$ cat src/rtl/uart_rx_pkg.sv
// Shared definitions for the UART receive frame controller: state encoding,
// parity mode constants and the parameter legality check.
package uart_rx_pkg;

  typedef enum logic [2:0] {
    IDLE   = 3'd0,
    START  = 3'd1,
    DATA   = 3'd2,
    PARITY = 3'd3,
    STOP1  = 3'd4,
    STOP2  = 3'd5
  } state_t;

  localparam int PAR_EVEN = 0;
  localparam int PAR_ODD  = 1;

  function automatic bit params_legal(input int data_bits, input int stop_bits,
                                      input int parity_en, input int parity_odd);
    return (data_bits >= 5) && (data_bits <= 9) &&
           (stop_bits == 1 || stop_bits == 2) &&
           (parity_en == 0 || parity_en == 1) &&
           (parity_odd == 0 || parity_odd == 1);
  endfunction

endpackage

$ cat src/rtl/uart_rx_holding_reg.sv
// Host-side holding register: one frame (data + status) behind a valid/ready
// handshake; a new frame overwrites an unaccepted one and flags overrun.
module uart_rx_holding_reg #(
  parameter int WIDTH = 10
) (
  input  logic             clk,
  input  logic             reset,
  input  logic             load,
  input  logic [WIDTH-1:0] load_word,
  input  logic             ready,
  output logic             valid,
  output logic [WIDTH-1:0] word,
  output logic             overrun
);

  always_ff @(posedge clk) begin
    if (reset) begin
      valid   <= 1'b0;
      word    <= '0;
      overrun <= 1'b0;
    end else begin
      // Simultaneous load and acceptance is a clean hand-over, not an overrun.
      overrun <= load & valid & ~ready;
      if (load) begin
        word  <= load_word;
        valid <= 1'b1;
      end else if (valid && ready) begin
        valid <= 1'b0;
      end
    end
  end

endmodule

$ cat src/rtl/uart_rx_frame_fsm.sv
// UART receive frame controller: deserialises strobed bits, checks parity and
// stop bits, and hands completed frames to the holding register.
module uart_rx_frame_fsm
  import uart_rx_pkg::*;
#(
  parameter int DATA_BITS  = 8,
  parameter int PARITY_EN  = 1,
  parameter int PARITY_ODD = 0,
  parameter int STOP_BITS  = 1
) (
  input  logic                 clk,
  input  logic                 reset,
  input  logic                 start_detected,
  input  logic                 sampling_strobe,
  input  logic                 rx_bit,
  input  logic                 rx_ready,
  output logic [DATA_BITS-1:0] rx_data,
  output logic                 rx_valid,
  output logic                 parity_error,
  output logic                 framing_error,
  output logic                 overrun,
  output logic                 data_is_available,
  output logic                 is_parity_stage,
  output logic                 data_is_valid
);

  if (!params_legal(DATA_BITS, STOP_BITS, PARITY_EN, PARITY_ODD)) begin : g_bad_params
    $error("uart_rx_frame_fsm: illegal parameter combination");
  end

  localparam int             CNT_W      = $clog2(DATA_BITS);
  localparam logic [CNT_W-1:0] LAST_BIT = CNT_W'(DATA_BITS - 1);
  localparam logic           PAR_SENSE  = (PARITY_ODD == PAR_ODD);
  localparam state_t         FINAL_STOP = (STOP_BITS == 2) ? STOP2 : STOP1;

  state_t                 state_q, state_d;
  logic [CNT_W-1:0]       bit_cnt_q;
  logic [DATA_BITS-1:0]   shift_q;
  logic                   parity_bit_q;
  logic                   framing_q;
  logic                   frame_done;
  logic                   frame_perr;
  logic                   frame_ferr;
  logic [DATA_BITS+1:0]   hold_word;

  always_comb begin
    state_d    = state_q;
    frame_done = 1'b0;
    if (sampling_strobe) begin
      unique case (state_q)
        IDLE:   if (start_detected) state_d = START;
        START:  state_d = rx_bit ? IDLE : DATA;
        DATA:   if (bit_cnt_q == LAST_BIT) state_d = (PARITY_EN != 0) ? PARITY : STOP1;
        PARITY: state_d = STOP1;
        STOP1: begin
          if (STOP_BITS == 2) begin
            state_d = STOP2;
          end else begin
            state_d    = IDLE;
            frame_done = 1'b1;
          end
        end
        STOP2: begin
          state_d    = IDLE;
          frame_done = 1'b1;
        end
        default: state_d = IDLE;
      endcase
    end
  end

  // The final stop bit is still on rx_bit when the frame completes.
  assign frame_ferr = framing_q | ~rx_bit;
  assign frame_perr = (PARITY_EN != 0) & (parity_bit_q ^ (^shift_q) ^ PAR_SENSE);

  always_ff @(posedge clk) begin
    if (reset) begin
      state_q           <= IDLE;
      bit_cnt_q         <= '0;
      shift_q           <= '0;
      parity_bit_q      <= 1'b0;
      framing_q         <= 1'b0;
      data_is_available <= 1'b0;
      is_parity_stage   <= 1'b0;
      data_is_valid     <= 1'b0;
    end else begin
      state_q           <= state_d;
      data_is_available <= (state_q == DATA);
      is_parity_stage   <= (state_q == PARITY);
      data_is_valid     <= (state_q == FINAL_STOP);
      if (sampling_strobe) begin
        case (state_q)
          START: begin
            bit_cnt_q <= '0;
            framing_q <= 1'b0;
          end
          DATA: begin
            shift_q[bit_cnt_q] <= rx_bit;
            bit_cnt_q          <= bit_cnt_q + 1'b1;
          end
          PARITY: parity_bit_q <= rx_bit;
          STOP1:  if (!rx_bit) framing_q <= 1'b1;
          default: ;
        endcase
      end
    end
  end

  uart_rx_holding_reg #(
    .WIDTH(DATA_BITS + 2)
  ) u_hold (
    .clk      (clk),
    .reset    (reset),
    .load     (frame_done),
    .load_word({frame_perr, frame_ferr, shift_q}),
    .ready    (rx_ready),
    .valid    (rx_valid),
    .word     (hold_word),
    .overrun  (overrun)
  );

  assign {parity_error, framing_error, rx_data} = hold_word;

endmodule

$ cat config.mk
export PLATFORM = sky130hd
export DESIGN_NAME = uart_rx_frame_fsm
export DESIGN_NICKNAME = d
export VERILOG_FILES = /design/src/rtl/uart_rx_pkg.sv /design/src/rtl/uart_rx_holding_reg.sv /design/src/rtl/uart_rx_frame_fsm.sv
export SDC_FILE = /design/constraint.sdc
export NUM_CORES = 1
export LEC_CHECK = 0
export ABC_CLOCK_PERIOD_IN_PS = 1900
export CAP_MARGIN = 20
export CORE_ASPECT_RATIO = 2
export CORE_UTILIZATION = 50
export DETAILED_ROUTE_END_ITERATION = 8
export DONT_BUFFER_PORTS = 1
export PLACE_DENSITY = 0.68
export SETUP_SLACK_MARGIN = 0.3
export SKIP_CTS_REPAIR_TIMING = 1
export SYNTH_ARGS = -nofsm -noshare
export SYNTH_HDL_FRONTEND = slang
export SYNTH_SLANG_ARGS = --single-unit
$ cat constraint.sdc
create_clock -name clk -period 1.9 [get_ports clk]
set_input_delay 0.19 -clock clk [delete_from_list [all_inputs] [get_ports clk]]
set_output_delay 0.19 -clock clk [all_outputs]
set_load 0.02 [all_outputs]
* Yosys cells after proc, flatten, opt, wreduce, memory -nomap -nowiden
Cells that the tools add are included.
Widths: inputs -> output; s select.
** Word-level totals
- Memories :: 0
- Output and inout port bits :: 15
- Register bits :: 31
- RAM bits :: 0
- Bits in read-only memories :: 0
- Bits in latches :: 0
** Operators by class
- Div/mod/pow operators :: 0
- Reduce and logical (&&, ||, !) cells :: 13
- Equal/unequal tests :: 9
- Bitwise operators :: 6
- Add/sub/neg operators :: 1
- $lt $le $gt $ge :: 2
- Multipliers :: 0
- Shift operators :: 0
- Multiplexer cells :: 14
** Operator list (count)
- $pmux 3 s4 :: 1
- $eq 3x3->1 const B :: 3
- $bwmux 8 :: 1
- $reduce_xor 8->1 :: 1
- $eq 3x2->1 const B :: 2
- $mux 1 :: 6
- $mux 3 :: 2
- $ne 2x2->1 const B :: 3
- $pmux 3 s2 :: 1
- $reduce_and 2->1 :: 3
- $reduce_and 3->1 :: 2
- $reduce_bool 2->1 :: 3
- $lt 3x4->1 const B :: 1
- $add 3x1->3 const B :: 1
- $demux 1 s3 :: 1
- $eq 3x1->1 const B :: 1
- $ge 3x1->1 const B :: 1
- $logic_not 3->1 :: 1
- $and 1x1->1 :: 2
- $logic_and 1x1->1 :: 2
- $mux 2 :: 1
- $not 1->1 :: 2
- $pmux 1 s2 :: 1
- $reduce_or 2->1 :: 1
- other kinds (2) :: 2

* Logic depth before layout (Yosys ltp)
Gate-level depths: netlist of the first run.
- Depth after elaboration :: 6
- Depth in mapped cells :: 6

* Hierarchy
Synthesis of the first run repeated with hierarchy kept, for this count alone.
** Unflattened totals
- Cell total of the unflattened synthesis :: 150
- Area, all modules :: 1393.8 um^2
** By module, submodules not included
- uart_rx_frame_fsm :: cells an instance 112, area each 974.7 um^2, instances 1
- uart_rx_holding_reg :: cells an instance 38, area each 419.2 um^2, instances 1

* Worst setup path before layout of the first run
OpenSTA, ideal clock, no wires.
- Path kind :: reg2reg
- From :: reg shift_q[6]
- To :: reg u_hold.word[9]
- Data arrival time :: 1045 ps
- Setup time :: 126 ps
- Cell stages (with the launch flop) :: 5
- Slack :: 729 ps
- Period minus slack after synthesis :: 1171 ps
- Cells stage by stage :: dfxtp_1 xor2_1 xnor3_1 nand3b_1 o211ai_1
** Between the ends
- Longest elaborated chain between the ends :: 2
** Ends and longest elaborated chain
- from (decl) :: line uart_rx_frame_fsm.sv:38 : logic [DATA_BITS-1:0] shift_q;
- from (signal, indexed assignment) :: line uart_rx_frame_fsm.sv:98 : shift_q[bit_cnt_q] <= rx_bit;
- $reduce_xor 8->1 :: line uart_rx_frame_fsm.sv:74 : assign frame_perr = (PARITY_EN != 0) & (parity_bit_q ^ (^shift_q) ^ PAR_SENSE);
- $xor 1x1->1 :: line uart_rx_frame_fsm.sv:74
- to (signal assigned) :: line uart_rx_holding_reg.sv:25 : word <= load_word;
- to (decl) :: line uart_rx_holding_reg.sv:12 : output logic [WIDTH-1:0] word,
No other way between the ends.
A chain may end at the register's enable or synchronous reset.

* Final worst setup path of the first run
- From :: reg bit_cnt_q[0]
- To :: reg bit_cnt_q[2]
** Between the ends
- Longest elaborated chain between the ends :: 2
** Ends and longest elaborated chain
- from (decl) :: line uart_rx_frame_fsm.sv:37 : logic [CNT_W-1:0] bit_cnt_q;
- from (signal assigned) :: line uart_rx_frame_fsm.sv:99 : bit_cnt_q <= bit_cnt_q + 1'b1;
- $add 3x1->3 :: line uart_rx_frame_fsm.sv:99
- $pmux 3 s2 :: line uart_rx_frame_fsm.sv:92 : case (state_q)
No other way between the ends.

==> run metrics, run 1 <==
crit share post-route 0.759; status finished with violations; slowest CP cell dfxtp_1; Synth Instances 162; total iterations of the first detailed-routing run 4; synth top area cells dfxtp_1 46%, nand2_1 8.0%, a21oi_1 6.2%, mux2i_1 5.1%, nor2_1 3.6%; cell with the most instances after synthesis dfxtp_1; H-tree lvl count 2; Worst slew margin 0.716; Layout Skew 1.99 ps; Max VDD drop 536 uV; first-pass GRT wire length 4150 um; hold slack final -35.5 ps; CP startpoint kind flip-flop; ratio of total power to cell area 828 mW/mm2; Core Area 0.00257 mm2; Die Height 75.8 um; Remaining Overflow, GRT 0; area grow syn2layout 7.71%; Final Hold Violating Endpoints 28; CTS Buf Count 5; library cells used by synthesis 29; area leader, netlist dfxtp_1; syn_area_per_cell 8.41 um2; CTS tree built; number of global-route vias before repair 980; CP max stage delay 530 ps; Antenna Nets Post-Route 0; Hold Path Cell Cnt 1; Tot GR Track Use 0.208; ant diodes 0; R2R Path Start bit_cnt_q[0]; final worst path period need 1440 ps; Final HPWL DP 1770 um; R2R depth 6; critical path's top delay family flip-flops; wire per inst 13.2 um; Starting Density 0.530; top-area cell type share of the netlist area 0.455; flop2flop setup slack 460 ps; Hold Path Class primary input to flip-flop; Post-synth ARST share 0; share of cells above drive strength 1 0.0802; final wirelength 2520 um; die area 0.00295 mm2; Fill cells 231; clk root buf clkbuf_8; Buffers on Ports 0; Syn. warnings 0; syn nets 170; Required @ worst endpoint 2080 ps; chip width 38.9 um; WS Path Type flip-flop to flip-flop; Clock Latency Late Sink 280 ps; Post-route DRC 0; total negative slack 0 ps; DP Area 0.00137 mm2; pin count of the biggest net entering global routing 33; Via density 5.54; synthesized area 0.00136 mm2; IO Count 21; RSZ-0062 raised after global routing false; Seq/Total Area, Yosys 0.455; reg2reg end bit_cnt_q[2]; initial antenna violation count 0; most frequent cells after synthesis 31 x dfxtp_1, 29 x nand2_1, 17 x a21oi_1, 13 x nor2_1, 9 x nand3_1; failing checks hold timing; final instance area 0.00147 mm2; worst-path fanout max 10; RePlAce Congestion 0.783; final number of setup-violating endpoints 0; Pleak 0.567 nW; via count 1053; number of synthesized register bits 31; Main synth FF type dfxtp_1; CTS Buffer Depth 2; Worst Path Arrival 1620 ps; Max Cap Violations 0; Critical Path Sink Type flip-flop; WP buf/inv 0; Max Freq 0.694 GHz; actual slew at the worst max-slew pin 425 ps; critical path, cell by cell ha_1 > ha_1 > nand2b_1 > o21ai_0 > a22oi_1 > nor2_1; Crit path top cell by count ha_1; number of synthesized flops with an enable pin 0; hold_sp reset; Clk pin slew, worst setup/hold paths 60 ps; Final nets 170; Hold Path End u_hold.word[4]; row count 26; Clock Sink Count 31; Initial DRC Count 15; Slew Limit Fails 0
==> worst max-delay path by stage <==
| stage | from | to | slack, ps | cells after the start |
|---|---|---|---|---|
| global placement | bit_cnt_q[0] | bit_cnt_q[2] | 510 | 6 |
| CTS | bit_cnt_q[0] | bit_cnt_q[2] | 450 | 6 |
| detailed placement | bit_cnt_q[0] | bit_cnt_q[2] | 450 | 6 |
| floorplan | shift_q[6] | u_hold.word[9] | 730 | 4 |
| global route | state_q[1] | shift_q[7] | 340 | 4 |
| finish | bit_cnt_q[0] | bit_cnt_q[2] | 460 | 6 |
==> power breakdown <==
group	total [mW]	switching, mW	internal [mW]
registers	0.665	0.0107	0.654
logic	0.0309	0.0154	0.0154
clock network	0.519	0.236	0.283
==> per-stage QoR <==
stage	worst slack (ps)	power [mW]	std cells	utilization	hold WS, ps
2_1_floorplan	729	0.713	162	-	291
3_3_place_gp	513	0.709	182	0.533	263
3_5_place_dp	454	0.710	182	0.533	264
4_1_cts	446	1.22	189	0.567	-40.3
5_1_grt	339	1.25	190	0.571	-50.5
6_report	458	1.22	190	0.571	-35.5
==> cell type report <==
type / count / area, um2 / share of cell area
timing repair buffer: 3 / 25.0 / 0.0171
tap: 28 / 35.0 / 0.0239
multi-input combinational: 118 / 687 / 0.468
clock inverter: 1 / 5.00 / 0.00341
sequential: 31 / 622 / 0.424
inverter: 3 / 11.3 / 0.00767
clock buffer: 6 / 82.6 / 0.0563
==> sequential cells by signal, indices dropped and copies added, names as in the netlist, 3 cells and up <==
signal,cells
state_q,3
bit_cnt_q,3
shift_q,8
u_hold.word,10
==> layout by cell type (no fill, tap or decap), types with 2 or more instances in the layout <==
master	n
inv_1	3
nor2_1	13
a22oi_1	2
mux2i_1	7
nand3b_1	2
o21ai_0	4
dfxtp_1	30
buf_4	2
nor3_1	8
nand2_1	29
xor2_1	2
xnor2_1	3
clkbuf_8	6
nor2b_1	2
ha_1	2
nand2b_1	7
nand3_1	9
a21oi_1	17
==> logic make-up (layout without fill, tap and decap cells) <==
group,count (synthesis),after routing,share of synthesized area
xor+xnor,6,6,0.0487
simple gates,77,77,0.279
buf+inv,13,13,0.0404
flops,31,31,0.455
compound gates,26,26,0.107
mux,7,7,0.0514
fa+ha+maj,2,2,0.0184
==> per-layer routing <==
metal,global-route usage,share of wire,wire length [um]
met3,0.0641,0.041,103
met5,0,0,0
met2,0.343,0.52,1320
met4,0.149,0.033,82
met1,0.212,0.40,1010
No activity file was read; power rests on OpenSTA's default activity.
==> run 2: changes to the inputs <==
--- a/config.mk
+++ b/config.mk
@@ -5,13 +5,13 @@
 export SDC_FILE = /design/constraint.sdc
 export NUM_CORES = 1
 export LEC_CHECK = 0
-export ABC_CLOCK_PERIOD_IN_PS = 1900
+export ABC_CLOCK_PERIOD_IN_PS = 1300
 export CAP_MARGIN = 20
 export CORE_ASPECT_RATIO = 2
 export CORE_UTILIZATION = 50
 export DETAILED_ROUTE_END_ITERATION = 8
 export DONT_BUFFER_PORTS = 1
-export PLACE_DENSITY = 0.68
+export PLACE_DENSITY = 0.71
 export SETUP_SLACK_MARGIN = 0.3
 export SKIP_CTS_REPAIR_TIMING = 1
 export SYNTH_ARGS = -nofsm -noshare
==> constraint.sdc (replaced) <==
create_clock -name clk -period 1.3 [get_ports clk]
set_input_delay 0.13 -clock clk [delete_from_list [all_inputs] [get_ports clk]]
set_output_delay 0.13 -clock clk [all_outputs]
set_load 0.02 [all_outputs]
==> run metrics, run 2 (same netlist as run 1, synthesis figures left out) <==
actual slew at the worst max-slew pin 307 ps (-118 ps); Worst slew margin 0.795 (+0.0784); Clock Latency Late Sink 280 ps (about the same); pre-CTS setup slack 24.0 ps (-430 ps); Critical Path Sink Type flip-flop; Max VDD drop 783 uV (+46%); via count 1156 (+9.8%); Tot GR Track Use 0.211 (+0.00300); CP max stage delay 450 ps (-80 ps); flop2flop setup slack 50 ps (-410 ps); CTS tree built; Die Height 75.8 um (unchanged); RePlAce Congestion 0.811 (+3.5%); area grow syn2layout 36.0%; Final nets 181 (+6.5%); reg2reg end u_hold.word[9]; hold_sp reset; Tot Pwr 2.02 mW (+67%); Antenna Nets Post-Route 0 (unchanged); Hold Path End state_q[1]; Hold Path Cell Cnt 1 (unchanged); placed cells 187 (+2.7%); Via density 5.72 (+3.3%); row count 26 (unchanged); H-tree lvl count 2 (unchanged); number of global-route vias before repair 1033 (+5.4%); total iterations of the first detailed-routing run 4 (unchanged); number of flip-flops under the largest register name 10 (unchanged); Buffers on Ports 0 (unchanged); Slew Limit Fails 0 (unchanged); pin count of the biggest net entering global routing 33 (unchanged); slowest CP cell xnor3_1; critical path's top delay family XOR/XNOR gates; R2R depth 4 (-2); worst-path fanout max 3 (-7); wire per inst 15.7 um (+19%); Setup WS post-layout 50.7 ps (-408 ps); final number of setup-violating endpoints 0 (unchanged); initial antenna violation count 0 (unchanged); Hold Path Class primary input to flip-flop; Core Area 0.00257 mm2 (unchanged); chip width 38.9 um (unchanged); ant diodes 0 (unchanged); Remaining Overflow, GRT 0 (unchanged); final worst path period need 1250 ps (-192 ps); first-pass GRT wire length 4400 um (+5.8%); Worst Path Arrival 1410 ps (-210 ps); Final Hold Violating Endpoints 30 (+7.1%); Pleak 0.662 nW (+17%); Top reg by flops u_hold.word; CP startpoint kind flip-flop; share of cells above drive strength 1 0.425 (+0.345); status finished with violations; Layout Skew 4.88 ps (+2.89 ps); Required @ worst endpoint 1460 ps (-620 ps); WP buf/inv 0 (unchanged); Starting Density 0.530 (unchanged); Clk pin slew, worst setup/hold paths 60 ps (about the same); Final HPWL DP 2010 um (+14%); total negative slack 0 ps (unchanged); RSZ-0062 raised after global routing true; die area 0.00295 mm2 (unchanged); Max Freq 0.800 GHz (+15%); most common cell after layout, fill and taps aside dfxtp_1; crit share post-route 0.961 (+0.202); ratio of total power to cell area 1090 mW/mm2 (+32%); CTS Buffer Depth 2 (unchanged); CTS Buf Count 5 (unchanged); Max Cap Violations 0 (unchanged); Post-route DRC 0 (unchanged); clk root buf clkbuf_8; WS Path Type flip-flop to flip-flop; final wirelength 3180 um (+26%); IO Count 21 (unchanged); hold slack final -96.8 ps (-61.2 ps); Initial DRC Count 40 (+25); Finished Layout Cells 202 (+6.3%); failing checks hold timing; Top Registers u_hold.word (10), shift_q (8); Clock Sink Count 31 (unchanged); R2R Path Start shift_q[5]; commonest non-fill, non-tap cells in the layout 21 x dfxtp_1, 20 x nand2_1, 13 x nor2_1, 9 x nand2_2, 9 x a21oi_2; critical path, cell by cell xor2_1 > xnor3_1 > nand3b_1 > o211ai_1
[run 2: cell count changes in the layout (fill, tap and decap cells not counted), sizes merged]
cell	previous run	this run
buf	2	12
bufinv	0	1
nor2	14	15
[run 2: layout make-up]
type | instances | area [um2]
Fill cell | 186 | 717
Tap cell | 28 | 35.0
Sequential cell | 31 | 646
Clock buffer | 6 | 82.6
Timing Repair Buffer | 13 | 130
Inverter | 3 | 11.3
Multi-Input combinational cell | 119 | 913
Clock inverter | 2 | 35.0
[run 2: power breakdown]
| group | leakage, nW | switching, mW | internal [mW] | total (mW) |
|---|---|---|---|---|
| sequential | 0.256 | 0.0112 | 0.949 | 0.961 |
| combinational | 0.345 | 0.0506 | 0.0453 | 0.0959 |
| clock | 0.0612 | 0.348 | 0.619 | 0.967 |
| total | 0.662 | 0.409 | 1.61 | 2.02 |
[run 2: per-layer routing]
metal,GRT usage,wire [um],up-vias
met5,0,0,-
met4,0.111,90,0
met3,0.0466,109,10
met2,0.383,1790,27
met1,0.211,1190,548
li1,-,-,571
[run 2: how the worst max path moves through the flow]
stage | cells past startpoint | slack (ps) | endpoint | from
6_report | 4 | 50 | u_hold.word[9] | shift_q[5]
3_5_place_dp | 4 | 20 | u_hold.word[9] | shift_q[1]
2_1_floorplan | 4 | 170 | u_hold.word[9] | shift_q[1]
5_1_grt | 4 | -40 | u_hold.word[9] | shift_q[5]
4_1_cts | 4 | 20 | u_hold.word[9] | shift_q[1]
3_3_place_gp | 4 | 40 | u_hold.word[9] | shift_q[1]
[run 2: per-stage QoR]
step,util,cell area (um2),hold slack [ps]
2_1_floorplan,-,1470,231
6_report,0.721,1850,-96.8
3_3_place_gp,0.578,1490,194
4_1_cts,0.624,1600,-100
3_5_place_dp,0.578,1490,197
5_1_grt,0.721,1850,-107
[run 2: worst reg2reg max path, stage by stage (launching register included)]
cell and delay (ps):
dfxtp_2 360, xor2_1 150, xnor3_1 450, nand3b_1 100, o211ai_1 80
